File: src/rtl/mem_stage_lsu.sv
// Memory-stage load/store unit: issues byte/half/word accesses on a req/ack
// data-memory port and stalls the pipeline while an access is outstanding.
module mem_stage_lsu #(
    parameter int unsigned TIMEOUT = 16
) (
    input  logic        clk,
    input  logic        rst,
    input  logic        mem_read,
    input  logic        mem_write,
    input  logic [2:0]  funct3,
    input  logic [31:0] addr,
    input  logic [31:0] wdata,
    output logic        stall,
    output logic [31:0] load_data,
    output logic        load_valid,
    output logic        addr_err,
    output logic        bus_err,
    output logic        dm_req,
    output logic        dm_we,
    output logic [31:0] dm_addr,
    output logic [3:0]  dm_wstrb,
    output logic [31:0] dm_wdata,
    input  logic [31:0] dm_rdata,
    input  logic        dm_ack
);

    localparam int unsigned CW = (TIMEOUT > 2) ? $clog2(TIMEOUT) : 1;
    localparam logic [CW-1:0] CNT_LAST = CW'(TIMEOUT - 1);

    typedef enum logic [1:0] {IDLE, BUSY, DONE} state_t;

    state_t      state, state_next;
    logic        req, err, f3_bad, misalign, is_half, is_word;
    logic [3:0]  wstrb_new;
    logic [31:0] wdata_new;
    logic [31:0] rshift, ext;
    logic [2:0]  f3_q;
    logic [1:0]  off_q;
    logic [CW-1:0] cnt;

    // Access legality: stores take precedence when both requests are raised
    always_comb begin
        req     = mem_read | mem_write;
        is_half = (funct3[1:0] == 2'b01);
        is_word = (funct3[1:0] == 2'b10);
        if (mem_write)
            f3_bad = !(funct3 == 3'b000 || funct3 == 3'b001 || funct3 == 3'b010);
        else
            f3_bad = (funct3 == 3'b011 || funct3 == 3'b110 || funct3 == 3'b111);
        misalign = (is_half && addr[0]) || (is_word && (addr[1:0] != 2'b00));
        err      = f3_bad | misalign;
    end

    always_comb begin
        wstrb_new = '0;
        wdata_new = wdata;
        case (funct3[1:0])
            2'b00: begin
                wstrb_new = 4'b0001 << addr[1:0];
                wdata_new = {4{wdata[7:0]}};
            end
            2'b01: begin
                wstrb_new = 4'b0011 << addr[1:0];
                wdata_new = {2{wdata[15:0]}};
            end
            default: wstrb_new = 4'b1111;
        endcase
        if (!mem_write)
            wstrb_new = '0;
    end

    always_comb begin
        rshift = dm_rdata >> {off_q, 3'b000};
        case (f3_q)
            3'b000:  ext = {{24{rshift[7]}}, rshift[7:0]};
            3'b001:  ext = {{16{rshift[15]}}, rshift[15:0]};
            3'b100:  ext = {24'h0, rshift[7:0]};
            3'b101:  ext = {16'h0, rshift[15:0]};
            default: ext = rshift;
        endcase
    end

    always_ff @(posedge clk) begin
        if (!rst)
            state <= IDLE;
        else
            state <= state_next;
    end

    always_comb begin
        state_next = state;
        case (state)
            IDLE: if (req && !err) state_next = BUSY;
            BUSY: if (dm_ack || cnt == CNT_LAST) state_next = DONE;
            default: state_next = IDLE;
        endcase
    end

    always_comb begin
        stall    = (state == BUSY) || (state == IDLE && req && !err);
        addr_err = (state == IDLE) && req && err;
    end

    always_ff @(posedge clk) begin
        if (!rst) begin
            dm_req     <= 1'b0;
            dm_we      <= 1'b0;
            dm_addr    <= '0;
            dm_wstrb   <= '0;
            dm_wdata   <= '0;
            load_data  <= '0;
            load_valid <= 1'b0;
            bus_err    <= 1'b0;
            f3_q       <= '0;
            off_q      <= '0;
            cnt        <= '0;
        end else begin
            load_valid <= 1'b0;
            bus_err    <= 1'b0;
            case (state)
                IDLE: if (req && !err) begin
                    dm_req   <= 1'b1;
                    dm_we    <= mem_write;
                    dm_addr  <= {addr[31:2], 2'b00};
                    dm_wstrb <= wstrb_new;
                    dm_wdata <= wdata_new;
                    f3_q     <= funct3;
                    off_q    <= addr[1:0];
                    cnt      <= '0;
                end
                BUSY: if (dm_ack) begin
                    dm_req <= 1'b0;
                    if (!dm_we) begin
                        load_data  <= ext;
                        load_valid <= 1'b1;
                    end
                end else if (cnt == CNT_LAST) begin
                    dm_req  <= 1'b0;
                    bus_err <= 1'b1;
                end else begin
                    cnt <= cnt + 1'b1;
                end
                default: ;
            endcase
        end
    end

endmodule

File: config.mk
export PLATFORM = sky130hd
export DESIGN_NAME = mem_stage_lsu
export DESIGN_NICKNAME = d
export VERILOG_FILES = /design/src/rtl/mem_stage_lsu.sv
export SDC_FILE = /design/constraint.sdc
export NUM_CORES = 1
export LEC_CHECK = 0
export BUFFER_PORTS_ARGS = -buffer_cell sky130_fd_sc_hd__buf_4
export CORE_ASPECT_RATIO = 0.9
export CORE_MARGIN = 4
export CORE_UTILIZATION = 48
export CTS_CLUSTER_DIAMETER = 150
export DETAILED_ROUTE_END_ITERATION = 12
export PLACE_DENSITY = 0.8
export SLEW_MARGIN = 20
export SYNTH_ARGS = -nofsm -noshare
export SYNTH_HDL_FRONTEND = slang
export SYNTH_SLANG_ARGS = --single-unit
File: constraint.sdc
create_clock -name clk -period 2.3 [get_ports clk]
set_clock_uncertainty 0.2 [all_clocks]
set_input_delay 0.23 -clock clk [delete_from_list [all_inputs] [get_ports clk]]
set_output_delay 0.23 -clock clk [all_outputs]
set_load 0.1 [all_outputs]
## Yosys cells after proc, flatten, opt, wreduce, memory -nomap -nowiden

Index checks and enable logic that the tools add are counted.

| storage, ports and cells | value |
|---|---|
| memories | 0 |
| bits in writable memories | 0 |
| latch bits | 0 |
| bits in registers | 113 |
| ROM bits | 0 |
| input port bits | 104 |

| cells by class | value |
|---|---|
| add/subtract/negate cells | 1 |
| $lt $le $gt $ge | 0 |
| reductions and logical operators | 28 |
| shifts and indexed selects | 3 |
| bitwise gates (word level) | 5 |
| muxes and demuxes | 18 |
| equal/unequal tests | 17 |
| multipliers | 0 |
| divide/modulo/power cells | 0 |

Operator list:

| cell | count |
|---|---|
| 32-bit case mux with 4 select lines | 1 |
| 32-bit case mux with 2 select lines | 1 |
| 32-bit by 5-bit right shift with 32-bit output | 1 |
| 4-bit 2-to-1 mux | 4 |
| 4-bit case mux with 2 select lines | 2 |
| 3-bit equality test, second input constant | 4 |
| 3-bit AND reduction | 3 |
| 2-bit inequality test, second input constant | 4 |
| 1-bit logical OR | 7 |
| 3-bit by 1-bit equality test with 1-bit output, second input constant | 2 |
| 3-bit by 2-bit equality test with 1-bit output, second input constant | 2 |
| 1-bit logical AND | 6 |
| 3-bit logical NOT | 2 |
| 1-bit 2-to-1 mux | 6 |
| 4-bit by 1-bit adder with 4-bit output, second input constant | 1 |
| 2-bit by 1-bit equality test with 1-bit output, second input constant | 2 |
| 4-bit equality test, second input constant | 1 |
| 2-bit logical NOT | 2 |
| 2-bit 2-to-1 mux | 2 |
| 2-bit case mux with 2 select lines | 1 |
| 2-bit AND reduction | 2 |
| 4-bit AND reduction | 1 |
| 2-bit nonzero test | 2 |
| 1-bit by 2-bit left shift with 4-bit output, first input constant | 1 |
| other kinds (8) | 12 |

## Logic depth before layout (Yosys ltp)

Gate-level depths: netlist (run 1).

| logic depth | value |
|---|---|
| depth in word-level cells | 10 |
| depth in mapped cells | 7 |

## Worst setup path after synthesis (run 1)

Ideal clock, no wire load.

| path | value |
|---|---|
| path kind | in2out |
| from | input port funct3[0] |
| to | output port addr_err |
| data required time | 1870 ps |
| buffers on the path | 0 |
| cell stages on the path | 3 |
| setup slack | -1486 ps |
| arrival time | 3356 ps |
| path through | a221o_1 nand2_1 nor4_1 |

| between the ends | value |
|---|---|
| longest elaborated chain between the ends | 7 |
| elaborated cells between the ends (all ways) | 19 |
| classes of those cells | 7 x eq/ne; 1 x mux; 1 x bitwise; 10 x reduce/logical |

RTL lines:

| what | line | source |
|---|---|---|
| from (decl) | 10 | `input logic [2:0] funct3,` |
| 3-bit by 1-bit equality test with 1-bit output or 3-bit logical NOT (tied branches) | 47 | `f3_bad = !(funct3 == 3'b000 \|\| funct3 == 3'b001 \|\| funct3 == 3'b010);` |
| 1-bit logical OR (2 in series) | 47 |  |
| 1-bit logical NOT | 47 |  |
| 1-bit 2-to-1 mux | 46 | `if (mem_write)` |
| 1-bit bitwise OR (*) | 51 | `err = f3_bad \| misalign;` |
| 1-bit logical AND (*) | 101 | `addr_err = (state == IDLE) && req && err;` |
| to (decl) | 16 | `output logic addr_err,` |

Every way passes the cells marked *; elsewhere a longest branch is shown, timed or not.

## Final worst setup path (run 1)

| path | value |
|---|---|
| from | input port addr[0] |
| to | output port stall |

| between the ends | value |
|---|---|
| longest elaborated chain between the ends | 7 |
| elaborated cells between the ends (all ways) | 8 |
| classes of those cells | 1 x bitwise; 7 x reduce/logical |

RTL lines:

| what | line | source |
|---|---|---|
| from (decl) | 11 | `input logic [31:0] addr,` |
| 2-bit nonzero test | 50 | `misalign = (is_half && addr[0]) \|\| (is_word && (addr[1:0] != 2'b00));` |
| 1-bit logical AND | 50 |  |
| 1-bit logical OR (*) | 50 |  |
| 1-bit bitwise OR (*) | 51 |  |
| 1-bit logical NOT (*) | 100 | `stall = (state == BUSY) \|\| (state == IDLE && req && !err);` |
| 1-bit logical AND (*) | 100 |  |
| 1-bit logical OR (*) | 100 |  |
| to (decl) | 13 | `output logic stall,` |

Marked as above.

==> results of run 1 <==
[layer usage]
layer	global-route usage, %	wire, um
met5	0	0
met4	13.3	707
met3	9.30	1610
met2	50.5	9080
met1	31.6	6510
[cell usage in the layout (no fill, tap or decap), drive strengths merged, types with 2 or more instances in the layout]
master       netlist  layout
nand3b             2       2
nor4               3       3
nor2b              4       4
nand2            106     106
o21ai             43      43
nor3b              3       3
buf               21     227
conb               1       2
dlygate4sd3        0      62
nor3               4       4
dfxtp            113     113
clkinv             0       3
a21oi             40      40
nand2b             3       3
a21boi             9       9
o211a             16      16
nor2              12      12
mux2i             34      34
clkbuf            39      22
a2111oi            2       2
o2bb2ai            7       7
o211ai             8       8
bufinv             0       2
o31ai              5       5
nand3            117     117
mux2               8       8
[sequential cells by signal (all words and copies together), names as in the netlist, 2 cells and up]
signal,count
cnt,4
dm_wdata,32
load_data,32
dm_addr,30
f3_q,3
off_q,2
state,2
dm_wstrb,4
[per-stage QoR]
stage / hold WS [ns] / area, um^2 / worst slack [ns] / utilization (%) / std cells
3_5_place_dp: 0.241 / 6780 / 0.0560 / 65.9 / 913
3_3_place_gp: 0.238 / 6780 / 0.0682 / 65.9 / 913
4_1_cts: 0.00477 / 7970 / 0.0630 / 77.4 / 1003
6_report: 0.0188 / 7970 / 0.0733 / 77.4 / 1003
2_1_floorplan: 0.161 / 5090 / 0.0429 / - / 617
5_1_grt: 0.0320 / 7970 / 0.0438 / 77.4 / 1003
[timing repair]
item,CTS,global route
hold endpoints to repair,65,0
endpoints found under the setup margin,0,0
hold buffers,62,0
[report_power, final]
part / total [mW] / switching [mW] / internal, mW / leakage, nW
combinational: 1.81 / 1.30 / 0.519 / 2.64
sequential: 2.16 / 0.0776 / 2.08 / 0.921
clock: 2.51 / 0.836 / 1.67 / 0.280
[worst paths after layout]
path | start | endpoint | slack (ns) | cells past startpoint
setup / recovery | addr[0] | stall | 0.07 | 5
hold / removal | addr[1] | dm_wstrb[2]$_SDFFE_PN0P_ | 0.02 | 4
setup reg to reg | state[0]$_SDFFE_PN0P_ | load_data[22]$_SDFFE_PN0P_ | 0.27 | 5
hold reg to reg | dm_addr[22]$_SDFFE_PN0P_ | dm_addr[22]$_SDFFE_PN0P_ | 0.25 | 2
[cells by family (layout without fill, tap and decap cells)]
family                   after synthesis  count (layout)  synth area share [%]
AND/OR/NAND/NOR                      262             262                  23.9
AO/OA/AOI/OAI                        135             135                  17.4
flip-flops                           113             113                  44.6
buffers and inverters                 61             318                  5.04
multiplexers                          42              42                  8.49
adder cells (fa/ha/maj)                1               1                 0.247
other                                  1               2                0.0740
XOR/XNOR                               1               1                 0.173
[critical path, stage by stage]
cell	delay (ns)
sky130_fd_sc_hd__buf_4	0.12
sky130_fd_sc_hd__or4_4	0.56
sky130_fd_sc_hd__a2111o_2	0.54
sky130_fd_sc_hd__nand2_4	0.07
sky130_fd_sc_hd__buf_4	0.28
[final cells by class]
class	count	area share (%)
Multi-Input combinational cell	443	32.4
Timing Repair Buffer	289	30.0
Clock inverter	6	1.04
Sequential cell	113	28.4
Clock buffer	22	6.08
Tap cell	129	2.03
Inverter	1	0.0471
==> flow_summary.html, run 1 <==
<table>
<tr><th>Metric</th><th>Value</th></tr>
<tr><th colspan="2">Power</th></tr>
<tr><td>Cell leakage power</td><td>3.84 nW</td></tr>
<tr><td>VDD IR max</td><td>661 uV</td></tr>
<tr><td>Total power of the final layout</td><td>6.48 mW</td></tr>
<tr><td>Pwr dens</td><td>814 nW/um^2</td></tr>
<tr><th colspan="2">Timing</th></tr>
<tr><td>Tcrit/Tclk final</td><td>96.8%</td></tr>
<tr><td>Unrepaired setup endpoints after global routing</td><td>false</td></tr>
<tr><td>Final setup violation count</td><td>0</td></tr>
<tr><td>Final hold viol count</td><td>0</td></tr>
<tr><td>Min Tclk post-route</td><td>2.23 ns</td></tr>
<tr><td>Worst slew pin tran</td><td>0.577 ns</td></tr>
<tr><td>Final-layout setup total negative slack</td><td>0 ns</td></tr>
<tr><td>Fmax</td><td>0.449 GHz</td></tr>
<tr><td>Slew margin rel.</td><td>61.4%</td></tr>
<tr><td>Final-report max-slew violation count</td><td>0</td></tr>
<tr><th colspan="2">Floorplanning</th></tr>
<tr><td>Effective utilization at floorplan</td><td>49.3%</td></tr>
<tr><td>Die extent in x</td><td>116 um</td></tr>
<tr><td>IO Pins</td><td>210</td></tr>
<tr><td>Placeable core area</td><td>10,300 um^2</td></tr>
<tr><td>Rows</td><td>35</td></tr>
<tr><td>Die Area</td><td>12,300 um^2</td></tr>
<tr><td>Die H</td><td>105 um</td></tr>
<tr><th colspan="2">Routing</th></tr>
<tr><td>Routed vias/inst</td><td>5.64</td></tr>
<tr><td>Routed Antenna Nets</td><td>0</td></tr>
<tr><td>Detailed router's first-iteration violation count</td><td>504</td></tr>
<tr><td>Total iterations of the first detailed-routing run</td><td>8</td></tr>
<tr><td>Routed wirelength normalized by instance count</td><td>17.9 um</td></tr>
<tr><td>Number of vias after detailed routing</td><td>5,660</td></tr>
<tr><td>Remaining DRCs</td><td>0</td></tr>
<tr><td>Total Routed Length</td><td>17,900 um</td></tr>
<tr><th colspan="2">Yosys</th></tr>
<tr><td>Post-synth top area share</td><td>44.6%</td></tr>
<tr><td>Asr flop ratio synth</td><td>0%</td></tr>
<tr><td>Number of distinct library cell variants in the gate-level netlist after synthesis</td><td>42</td></tr>
<tr><td>Yosys warnings</td><td>0</td></tr>
<tr><td>Cell with the most instances after synthesis</td><td>sky130_fd_sc_hd__nand3_1</td></tr>
<tr><td>Top cells by area, synth</td><td>sky130_fd_sc_hd__dfxtp_1 45%, sky130_fd_sc_hd__nand3_1 12%, sky130_fd_sc_hd__nand2_1 7.8%</td></tr>
<tr><td>Number of instances in the synthesized netlist</td><td>616</td></tr>
<tr><td>Syn Std Cell Area</td><td>5070 um^2</td></tr>
<tr><td>Mean Syn Cell Area</td><td>8.23 um^2</td></tr>
<tr><td>Number of enable flip-flop cells after synthesis</td><td>0</td></tr>
<tr><td>Seq/Total Area, Yosys</td><td>44.6%</td></tr>
<tr><td>Post-synth top cells</td><td>117 x sky130_fd_sc_hd__nand3_1, 113 x sky130_fd_sc_hd__dfxtp_1, 106 x sky130_fd_sc_hd__nand2_1</td></tr>
<tr><td>Synth Flop Type</td><td>sky130_fd_sc_hd__dfxtp_1</td></tr>
<tr><td>Number of register bits inferred by synthesis</td><td>113</td></tr>
<tr><td>Library cell with the largest summed area after synthesis</td><td>sky130_fd_sc_hd__dfxtp_1</td></tr>
<tr><th colspan="2">Layout</th></tr>
<tr><td>Antenna diode count</td><td>0</td></tr>
<tr><td>Nets@finish</td><td>970</td></tr>
<tr><td>Share of cells above drive strength 1</td><td>30.9%</td></tr>
<tr><td>Multi-input gate area in the final layout</td><td>2580 um^2</td></tr>
<tr><td>Area delta synth-&gt;final</td><td>57.1%</td></tr>
<tr><td>Area of all sequential standard cells</td><td>2260 um^2</td></tr>
<tr><td>FILL cells</td><td>688</td></tr>
<tr><th colspan="2">Setup path</th></tr>
<tr><td>Data arrival time of the worst path</td><td>1.80 ns</td></tr>
<tr><td>Critical Path RT</td><td>1.87 ns</td></tr>
<tr><td>Critical Path Fanout Max</td><td>3</td></tr>
<tr><td>Critical Path Start Type</td><td>input port</td></tr>
<tr><td>Worst Setup Path Type</td><td>in -&gt; out</td></tr>
<tr><td>Capturing element type of the critical path</td><td>primary output</td></tr>
<tr><th colspan="2">Clocking</th></tr>
<tr><td>Clock Pin Slew Worst Setup and Hold Paths</td><td>0.05 ns</td></tr>
<tr><td>Skew-Pair Late Insertion Delay</td><td>0.40 ns</td></tr>
<tr><td>Clock tree root buffer cell</td><td>sky130_fd_sc_hd__clkbuf_16</td></tr>
<tr><td>Clock sink count</td><td>113</td></tr>
<tr><td>Clock tree from TritonCTS</td><td>done</td></tr>
<tr><td>Largest buffer count on any clock path</td><td>2</td></tr>
<tr><td>Buffers inserted during post-CTS setup optimization</td><td>0</td></tr>
<tr><td>Resize count post-CTS</td><td>0</td></tr>
<tr><td>Deepest level of the CTS H-tree</td><td>4</td></tr>
<tr><td>Number of buffers added by the clock tree synthesis step</td><td>17</td></tr>
<tr><th colspan="2">Global route</th></tr>
<tr><td>GRT Total Usage</td><td>29.0%</td></tr>
<tr><td>Via count of the first global-routing pass</td><td>5,746</td></tr>
<tr><td>Number of antenna violations at the first check in global routing</td><td>0</td></tr>
<tr><td>Aggregate global routing overflow</td><td>0</td></tr>
<tr><td>Pin count of the biggest net entering global routing</td><td>81</td></tr>
<tr><td>Global-route wire length before repair</td><td>28,300 um</td></tr>
<tr><th colspan="2">Place</th></tr>
<tr><td>Count of buffers inserted at the top-level ports</td><td>207</td></tr>
<tr><td>Weighted congestion reported at the end of routability-driven placement</td><td>0.886</td></tr>
<tr><td>Final HPWL from detailed placement</td><td>11,700 um</td></tr>
<tr><th colspan="2">Outcome</th></tr>
<tr><td>Outcome</td><td>finished, final reports clean</td></tr>
<tr><th colspan="2">Worst hold path</th></tr>
<tr><td>Worst min-delay path class</td><td>in -&gt; reg</td></tr>
<tr><th colspan="2">Run</th></tr>
<tr><td>Max cap viols</td><td>0</td></tr>
</table>
No activity file was read; power rests on OpenSTA's default activity.
==> run 2, diff against run 1 <==
==> constraint.sdc (replaced) <==
create_clock -name clk -period 2.3 [get_ports clk]
set_clock_uncertainty 0.2 [all_clocks]
set_input_delay 0.115 -clock clk [delete_from_list [all_inputs] [get_ports clk]]
set_output_delay 0.115 -clock clk [all_outputs]
set_load 0.1 [all_outputs]
==> flow_summary.html, run 2 (synthesis gave the netlist of run 1 again) <==
<table>
<tr><th>Metric</th><th>Value</th></tr>
<tr><th colspan="2">Power</th></tr>
<tr><td>Cell leakage power</td><td>3.99 nW (+4.0%)</td></tr>
<tr><td>Fraction of power consumed by the clock network</td><td>41.2% (+2.5 points)</td></tr>
<tr><td>Switching portion of total power</td><td>35.2% (+1.1 points)</td></tr>
<tr><td>Share of power burned in combinational logic</td><td>27.4% (-0.6 points)</td></tr>
<tr><td>Cell-internal power</td><td>4.46 mW (+4.3%)</td></tr>
<tr><td>Psw</td><td>2.42 mW (+9.7%)</td></tr>
<tr><td>Relative contribution of sequential cells to total power</td><td>31.4% (-1.9 points)</td></tr>
<tr><td>Total power of the final layout</td><td>6.88 mW (+6.1%)</td></tr>
<tr><td>Pwr dens</td><td>823 nW/um^2 (+1.2%)</td></tr>
<tr><td>VDD IR max</td><td>527 uV (-20%)</td></tr>
<tr><th colspan="2">Global route</th></tr>
<tr><td>GRT Total Usage</td><td>32.3% (+3.3 points)</td></tr>
<tr><td>Global-route wire length before repair</td><td>31,400 um (+11%)</td></tr>
<tr><td>Pin count of the biggest net entering global routing</td><td>92 (+14%)</td></tr>
<tr><td>Aggregate global routing overflow</td><td>0 (unchanged)</td></tr>
<tr><td>Via count of the first global-routing pass</td><td>6,210 (+8.1%)</td></tr>
<tr><td>Number of antenna violations at the first check in global routing</td><td>0 (unchanged)</td></tr>
<tr><th colspan="2">Timing</th></tr>
<tr><td>Min Tclk post-route</td><td>2.14 ns (-0.0833 ns)</td></tr>
<tr><td>Fmax</td><td>0.467 GHz (+3.9%)</td></tr>
<tr><td>Worst slew pin tran</td><td>0.662 ns (+0.0847 ns)</td></tr>
<tr><td>Final setup violation count</td><td>0 (unchanged)</td></tr>
<tr><td>Unrepaired setup endpoints after global routing</td><td>false</td></tr>
<tr><td>Final-layout setup total negative slack</td><td>0 ns (unchanged)</td></tr>
<tr><td>Least setup slack across all paths after layout</td><td>0.157 ns (+0.0833 ns)</td></tr>
<tr><td>Tcrit/Tclk final</td><td>93.2% (-3.6 points)</td></tr>
<tr><td>Slew margin rel.</td><td>55.7% (-5.7 points)</td></tr>
<tr><td>Worst Hold Margin</td><td>0.00858 ns (-0.0102 ns)</td></tr>
<tr><td>Final hold viol count</td><td>0 (unchanged)</td></tr>
<tr><td>Final-report max-slew violation count</td><td>0 (unchanged)</td></tr>
<tr><th colspan="2">Setup path</th></tr>
<tr><td>Data arrival time of the worst path</td><td>2.24 ns (+0.44 ns)</td></tr>
<tr><td>Capturing element type of the critical path</td><td>register</td></tr>
<tr><td>Critical Path Start Type</td><td>input port</td></tr>
<tr><td>Path depth of the worst reg2reg path</td><td>6 (+1)</td></tr>
<tr><td>Worst Setup Path Type</td><td>in -&gt; reg</td></tr>
<tr><td>Critical Path RT</td><td>2.40 ns (+0.53 ns)</td></tr>
<tr><td>Critical Path Fanout Max</td><td>13 (+10)</td></tr>
<tr><th colspan="2">Layout</th></tr>
<tr><td>Share of cells above drive strength 1</td><td>30.1% (-0.77 points)</td></tr>
<tr><td>Area delta synth-&gt;final</td><td>64.9%</td></tr>
<tr><td>Antenna diode count</td><td>0 (unchanged)</td></tr>
<tr><td>Final core utilization</td><td>81.2% (+3.8 points)</td></tr>
<tr><td>Nets@finish</td><td>1,005 (+3.6%)</td></tr>
<tr><td>Largest registers ranked by flip-flop count</td><td>dm_wdata: 32 flops, load_data: 32 flops, dm_addr: 30 flops</td></tr>
<tr><td>Commonest cells after routing, fill and taps aside</td><td>223 x sky130_fd_sc_hd__buf_4, 117 x sky130_fd_sc_hd__nand3_1, 113 x sky130_fd_sc_hd__dfxtp_1</td></tr>
<tr><td>Commonest non-fill, non-tap cell in the layout</td><td>sky130_fd_sc_hd__buf_4</td></tr>
<tr><th colspan="2">Floorplanning</th></tr>
<tr><td>Placeable core area</td><td>10,300 um^2 (unchanged)</td></tr>
<tr><td>Die Area</td><td>12,300 um^2 (unchanged)</td></tr>
<tr><td>IO Pins</td><td>210 (unchanged)</td></tr>
<tr><td>Rows</td><td>35 (unchanged)</td></tr>
<tr><td>Die extent in x</td><td>116 um (unchanged)</td></tr>
<tr><td>Die H</td><td>105 um (unchanged)</td></tr>
<tr><td>Effective utilization at floorplan</td><td>49.3% (unchanged)</td></tr>
<tr><th colspan="2">Place</th></tr>
<tr><td>Count of buffers inserted at the top-level ports</td><td>207 (unchanged)</td></tr>
<tr><td>Weighted congestion reported at the end of routability-driven placement</td><td>0.901 (+1.7%)</td></tr>
<tr><td>Pre-CTS setup slack</td><td>0.154 ns (+0.0976 ns)</td></tr>
<tr><td>Final HPWL from detailed placement</td><td>11,600 um (-1.1%)</td></tr>
<tr><th colspan="2">Outcome</th></tr>
<tr><td>Outcome</td><td>finished, final reports clean</td></tr>
<tr><th colspan="2">Routing</th></tr>
<tr><td>Routed Antenna Nets</td><td>0 (unchanged)</td></tr>
<tr><td>Total iterations of the first detailed-routing run</td><td>5 (-3)</td></tr>
<tr><td>Remaining DRCs</td><td>0 (unchanged)</td></tr>
<tr><td>Routed wirelength normalized by instance count</td><td>19.4 um (+8.7%)</td></tr>
<tr><td>Routed vias/inst</td><td>5.82 (+3.2%)</td></tr>
<tr><td>Total Routed Length</td><td>20,200 um (+13%)</td></tr>
<tr><td>Number of vias after detailed routing</td><td>6,069 (+7.2%)</td></tr>
<tr><td>Detailed router's first-iteration violation count</td><td>571 (+13%)</td></tr>
<tr><th colspan="2">Clocking</th></tr>
<tr><td>Clock tree root buffer cell</td><td>sky130_fd_sc_hd__clkbuf_16</td></tr>
<tr><td>Buffers inserted during post-CTS setup optimization</td><td>0 (unchanged)</td></tr>
<tr><td>Clock Pin Slew Worst Setup and Hold Paths</td><td>0.06 ns (about the same)</td></tr>
<tr><td>Largest buffer count on any clock path</td><td>2 (unchanged)</td></tr>
<tr><td>Skew-Pair Late Insertion Delay</td><td>0.40 ns (about the same)</td></tr>
<tr><td>Clock tree from TritonCTS</td><td>done</td></tr>
<tr><td>Clock sink count</td><td>113 (unchanged)</td></tr>
<tr><td>Number of buffers added by the clock tree synthesis step</td><td>17 (unchanged)</td></tr>
<tr><td>Deepest level of the CTS H-tree</td><td>4 (unchanged)</td></tr>
<tr><th colspan="2">Worst hold path</th></tr>
<tr><td>Number of instances on the worst hold path</td><td>5 (+1)</td></tr>
<tr><td>Worst min-delay path class</td><td>in -&gt; reg</td></tr>
<tr><th colspan="2">Run</th></tr>
<tr><td>Max cap viols</td><td>0 (unchanged)</td></tr>
</table>
## run 2: worst paths after layout
check | startpoint | endpoint | slack, ns
hold / removal | dm_rdata[14] | load_data[6]$_SDFFE_PN0P_ | 0.009
hold reg to reg | dm_addr[9]$_SDFFE_PN0P_ | dm_addr[9]$_SDFFE_PN0P_ | 0.25
setup reg to reg | off_q[0]$_SDFFE_PN0P_ | load_data[13]$_SDFFE_PN0P_ | 0.19
setup / recovery | addr[0] | dm_wstrb[3]$_SDFFE_PN0P_ | 0.16
## run 2: power by group through the flow
stage               Clock, mW  Sequential (mW)  Combinational [mW]
finish                   2.83             2.16                1.89
global route             2.93             2.17                1.96
CTS                      2.86             2.15                1.84
detailed placement          0             2.19                1.70
global placement            0             2.19                1.68
floorplan                   0             2.96               0.450
## run 2: per-layer routing
layer,vias up,wire length (um),track usage (%),share of wire [%]
li1,2757,-,-,-
met1,2800,7300,35.0,36
met2,416,9790,55.0,48
met3,96,1960,8.38,9.7
met4,0,1170,20.8,5.8
met5,-,0,0,0
## run 2: area by class of cell
cell class                 count  area (um^2)
clock inverter                15          208
clock buffer                  17          425
timing repair buffer         324         2720
fill                         582         1930
inverter                       1         3.75
multi-input combinational    443         2580
tap                          129          161
sequential                   113         2260
## run 2: through the flow
step | instances | area [um^2]
final | 1042 | 8360
after global routing | 1042 | 8360
after CTS | 1042 | 8350
after detailed placement | 912 | 6740
after global placement | 912 | 6740
after floorplan | 617 | 5090
## run 2: worst max-delay path, stage by stage
cell and delay (ns):
sky130_fd_sc_hd__buf_4 0.12, sky130_fd_sc_hd__or4_4 0.56, sky130_fd_sc_hd__a2111o_2 0.54, sky130_fd_sc_hd__buf_4 0.20
sky130_fd_sc_hd__nand3_1 0.09, sky130_fd_sc_hd__nand2_1 0.06, sky130_fd_sc_hd__dlygate4sd3_1 0.56
## run 2: timing repair
action,4_1_cts,5_1_grt
gates resized for setup,0,1
setup endpoints to repair,0,1
hold endpoints to repair,107,0
hold buffers,98,0
==> run 3, diff against run 2 <==
--- a/config.mk
+++ b/config.mk
@@ -8,10 +8,11 @@
 export BUFFER_PORTS_ARGS = -buffer_cell sky130_fd_sc_hd__buf_4
 export CORE_ASPECT_RATIO = 0.9
 export CORE_MARGIN = 4
-export CORE_UTILIZATION = 48
+export CORE_UTILIZATION = 49
+export CTS_BUF_LIST = sky130_fd_sc_hd__clkbuf_8
 export CTS_CLUSTER_DIAMETER = 150
 export DETAILED_ROUTE_END_ITERATION = 12
-export PLACE_DENSITY = 0.8
+export PLACE_DENSITY = 0.81
 export SLEW_MARGIN = 20
 export SYNTH_ARGS = -nofsm -noshare
 export SYNTH_HDL_FRONTEND = slang
==> flow_summary.html, run 3 (synthesis gave the netlist of run 1 again) <==
<table>
<tr><th>Metric</th><th>Value</th></tr>
<tr><th colspan="2">Worst hold path</th></tr>
<tr><td>Worst min-delay path class</td><td>in -&gt; reg</td></tr>
<tr><td>End point of the worst hold path</td><td>load_data[11]$_SDFFE_PN0P_</td></tr>
<tr><td>Number of instances on the worst hold path</td><td>5 (unchanged)</td></tr>
<tr><td>Worst min-delay path startpoint</td><td>dm_rdata[11]</td></tr>
<tr><th colspan="2">Routing</th></tr>
<tr><td>Routed wirelength normalized by instance count</td><td>20.4 um (+5.2%)</td></tr>
<tr><td>Routed vias/inst</td><td>5.94 (+1.9%)</td></tr>
<tr><td>Total iterations of the first detailed-routing run</td><td>6 (+1)</td></tr>
<tr><td>Total Routed Length</td><td>21,500 um (+6.2%)</td></tr>
<tr><td>Number of vias after detailed routing</td><td>6,245 (+2.9%)</td></tr>
<tr><td>Detailed router's first-iteration violation count</td><td>672 (+18%)</td></tr>
<tr><td>Routed Antenna Nets</td><td>0 (unchanged)</td></tr>
<tr><td>Remaining DRCs</td><td>0 (unchanged)</td></tr>
<tr><th colspan="2">Timing</th></tr>
<tr><td>Final hold viol count</td><td>0 (unchanged)</td></tr>
<tr><td>Final setup violation count</td><td>0 (unchanged)</td></tr>
<tr><td>Worst slew pin tran</td><td>0.712 ns (+0.0498 ns)</td></tr>
<tr><td>Unrepaired setup endpoints after global routing</td><td>false</td></tr>
<tr><td>Min Tclk post-route</td><td>2.22 ns (+0.0797 ns)</td></tr>
<tr><td>Worst Hold Margin</td><td>0.0253 ns (+0.0167 ns)</td></tr>
<tr><td>Slew margin rel.</td><td>52.4% (-3.3 points)</td></tr>
<tr><td>Tcrit/Tclk final</td><td>96.7% (+3.5 points)</td></tr>
<tr><td>Fmax</td><td>0.450 GHz (-3.6%)</td></tr>
<tr><td>Final-report max-slew violation count</td><td>0 (unchanged)</td></tr>
<tr><td>Final-layout setup total negative slack</td><td>0 ns (unchanged)</td></tr>
<tr><th colspan="2">Clocking</th></tr>
<tr><td>Number of buffers added by the clock tree synthesis step</td><td>17 (unchanged)</td></tr>
<tr><td>Clock tree root buffer cell</td><td>sky130_fd_sc_hd__clkbuf_8</td></tr>
<tr><td>Clock sink count</td><td>113 (unchanged)</td></tr>
<tr><td>Skew-Pair Late Insertion Delay</td><td>0.42 ns (+0.02 ns)</td></tr>
<tr><td>Clock Pin Slew Worst Setup and Hold Paths</td><td>0.08 ns (+0.02 ns)</td></tr>
<tr><td>Clock tree from TritonCTS</td><td>done</td></tr>
<tr><td>Largest buffer count on any clock path</td><td>2 (unchanged)</td></tr>
<tr><td>Deepest level of the CTS H-tree</td><td>4 (unchanged)</td></tr>
<tr><th colspan="2">Setup path</th></tr>
<tr><td>Critical Path Start Type</td><td>input port</td></tr>
<tr><td>Capturing point of the worst reg2reg path</td><td>load_data[14]$_SDFFE_PN0P_</td></tr>
<tr><td>Data arrival time of the worst path</td><td>2.33 ns (+0.09 ns)</td></tr>
<tr><td>CP dominant cell by count</td><td>sky130_fd_sc_hd__dlygate4sd3_1</td></tr>
<tr><td>Worst R2R Setup Slack</td><td>0.09 ns (-0.10 ns)</td></tr>
<tr><td>Critical Path RT</td><td>2.40 ns (about the same)</td></tr>
<tr><td>Critical Path Fanout Max</td><td>4 (-9)</td></tr>
<tr><td>Stage delay of the slowest cell on the critical path</td><td>0.58 ns (+0.02 ns)</td></tr>
<tr><td>Cells along the critical path</td><td>dlygate4sd3_1, buf_4, mux2i_1, o21ai_0, dlygate4sd3_1, nand3_1, dlygate4sd3_1, nand2_1</td></tr>
<tr><td>Capturing element type of the critical path</td><td>register</td></tr>
<tr><td>Worst Setup Path Type</td><td>in -&gt; reg</td></tr>
<tr><td>Slowest cell on the critical path</td><td>sky130_fd_sc_hd__dlygate4sd3_1</td></tr>
<tr><td>Path depth of the worst reg2reg path</td><td>6 (unchanged)</td></tr>
<tr><td>Launch instance of the worst register-to-register path</td><td>off_q[0]$_SDFFE_PN0P_</td></tr>
<tr><th colspan="2">Layout</th></tr>
<tr><td>Commonest cells after routing, fill and taps aside</td><td>223 x sky130_fd_sc_hd__buf_4, 117 x sky130_fd_sc_hd__nand3_1, 113 x sky130_fd_sc_hd__dfxtp_1</td></tr>
<tr><td>FILL cells</td><td>515 (-12%)</td></tr>
<tr><td>Final core utilization</td><td>83.8% (+2.6 points)</td></tr>
<tr><td>Commonest non-fill, non-tap cell in the layout</td><td>sky130_fd_sc_hd__buf_4</td></tr>
<tr><td>Largest registers ranked by flip-flop count</td><td>dm_wdata: 32 flops, load_data: 32 flops, dm_addr: 30 flops</td></tr>
<tr><td>Share of cells above drive strength 1</td><td>30.1% (-0.034 points)</td></tr>
<tr><td>Nets@finish</td><td>1,016 (+1.1%)</td></tr>
<tr><td>Area delta synth-&gt;final</td><td>63.1%</td></tr>
<tr><th colspan="2">Global route</th></tr>
<tr><td>Number of antenna violations at the first check in global routing</td><td>1 (+1)</td></tr>
<tr><td>Via count of the first global-routing pass</td><td>6,251 (+0.66%)</td></tr>
<tr><td>Global-route wire length before repair</td><td>32,400 um (+3.2%)</td></tr>
<tr><td>Aggregate global routing overflow</td><td>0 (unchanged)</td></tr>
<tr><td>GRT Total Usage</td><td>34.2% (+1.9 points)</td></tr>
<tr><td>Pin count of the biggest net entering global routing</td><td>59 (-36%)</td></tr>
<tr><th colspan="2">Floorplanning</th></tr>
<tr><td>Effective utilization at floorplan</td><td>51.4% (+2.1 points)</td></tr>
<tr><td>Rows</td><td>34 (-2.9%)</td></tr>
<tr><td>IO Pins</td><td>210 (unchanged)</td></tr>
<tr><td>Die extent in x</td><td>115 um (-0.96%)</td></tr>
<tr><td>Die H</td><td>104 um (-0.95%)</td></tr>
<tr><td>Die Area</td><td>12,000 um^2 (-1.9%)</td></tr>
<tr><td>Placeable core area</td><td>9870 um^2 (-4.1%)</td></tr>
<tr><th colspan="2">Place</th></tr>
<tr><td>Final HPWL from detailed placement</td><td>11,800 um (+1.4%)</td></tr>
<tr><td>Count of buffers inserted at the top-level ports</td><td>207 (unchanged)</td></tr>
<tr><td>Weighted congestion reported at the end of routability-driven placement</td><td>0.943 (+4.7%)</td></tr>
<tr><th colspan="2">Power</th></tr>
<tr><td>Relative contribution of sequential cells to total power</td><td>35.8% (+4.4 points)</td></tr>
<tr><td>Cell-internal power</td><td>3.66 mW (-18%)</td></tr>
<tr><td>VDD IR max</td><td>555 uV (+5.3%)</td></tr>
<tr><td>Share of power burned in combinational logic</td><td>32.3% (+4.9 points)</td></tr>
<tr><td>Switching portion of total power</td><td>39.4% (+4.2 points)</td></tr>
<tr><td>Cell leakage power</td><td>3.96 nW (-0.88%)</td></tr>
<tr><td>Psw</td><td>2.38 mW (-1.8%)</td></tr>
<tr><td>Fraction of power consumed by the clock network</td><td>32.0% (-9.2 points)</td></tr>
<tr><td>Pwr dens</td><td>730 nW/um^2 (-11%)</td></tr>
<tr><th colspan="2">Outcome</th></tr>
<tr><td>Outcome</td><td>finished, final reports clean</td></tr>
<tr><th colspan="2">Run</th></tr>
<tr><td>Max cap viols</td><td>0 (unchanged)</td></tr>
</table>
[run 3: cell count changes in the layout (fill, tap and decap cells not counted), moves of 3 or more]
cell                            delta
sky130_fd_sc_hd__clkbuf_16        -16
sky130_fd_sc_hd__clkbuf_8         +17
sky130_fd_sc_hd__clkinvlp_4        -3
sky130_fd_sc_hd__dlygate4sd3_1     +8
[run 3: how the worst max path moves through the flow]
| stage | slack (ns) | from | endpoint | cells after the start |
|---|---|---|---|---|
| 3_3_place_gp | 0.15 | addr[0] | dm_wdata[11]$_SDFFE_PN0P_ | 6 |
| 4_1_cts | 0.07 | off_q[0]$_SDFFE_PN0P_ | load_data[14]$_SDFFE_PN0P_ | 6 |
| 3_5_place_dp | 0.10 | addr[0] | dm_wdata[12]$_SDFFE_PN0P_ | 6 |
| 2_1_floorplan | 0.11 | dm_we$_SDFFE_PN0P_ | load_data[4]$_SDFFE_PN0P_ | 5 |
| 5_1_grt | 0.04 | off_q[0]$_SDFFE_PN0P_ | load_data[14]$_SDFFE_PN0P_ | 6 |
| 6_report | 0.08 | wdata[0] | dm_wdata[24]$_SDFFE_PN0P_ | 8 |
[run 3: repair_timing]
action | CTS | global route
endpoints found under the hold margin | 105 | 0
resized for setup | 0 | 2
endpoints found under the setup margin | 0 | 6
buffers inserted | 0 | 2
hold buffers | 106 | 0
[run 3: through the flow]
stage          worst slack, ns  instances  area [um^2]  power, mW
2_1_floorplan            0.107        617         5090       3.41
3_3_place_gp             0.149        909         6760       3.87
3_5_place_dp             0.102        909         6760       3.90
4_1_cts                 0.0693       1047         8230       5.97
5_1_grt                 0.0373       1051         8270       6.21
6_report                0.0769       1052         8270       6.04
[run 3: critical path, delay by kind of cell]
kind	cells	cell delay, ns
and+or+nand+nor	2	0.14
buffers and inverters	4	1.86
AOI/OAI and AO/OA	1	0.09
muxes	1	0.13
[run 3: metal layers]
metal | GRT usage [%] | wire length (um) | share of wire, % | vias to the layer above
met5 | 0 | 0 | 0 | -
met4 | 19.6 | 1200 | 5.6 | 0
met3 | 10.0 | 2340 | 11 | 122
met2 | 57.5 | 10400 | 48 | 490
met1 | 38.1 | 7530 | 35 | 2861
li1 | - | - | - | 2772
[run 3: cell type report]
class / count / area (um^2) / share of cell area (%)
clock inverters: 15 / 174 / 2.10
well taps: 126 / 158 / 1.91
diodes: 2 / 5.00 / 0.0605
flip-flops and latches: 113 / 2260 / 27.4
multi-input cells: 443 / 2580 / 31.2
inverters: 1 / 3.75 / 0.0454
clock buffers: 17 / 234 / 2.83
repair buffers: 335 / 2850 / 34.5
[run 3: power by group through the flow]
stage	Clock, mW	Sequential, mW	Combinational (mW)
floorplan	0	2.96	0.450
global placement	0	2.19	1.69
detailed placement	0	2.19	1.71
CTS	1.95	2.15	1.87
global route	2.03	2.17	2.01
finish	1.93	2.16	1.95
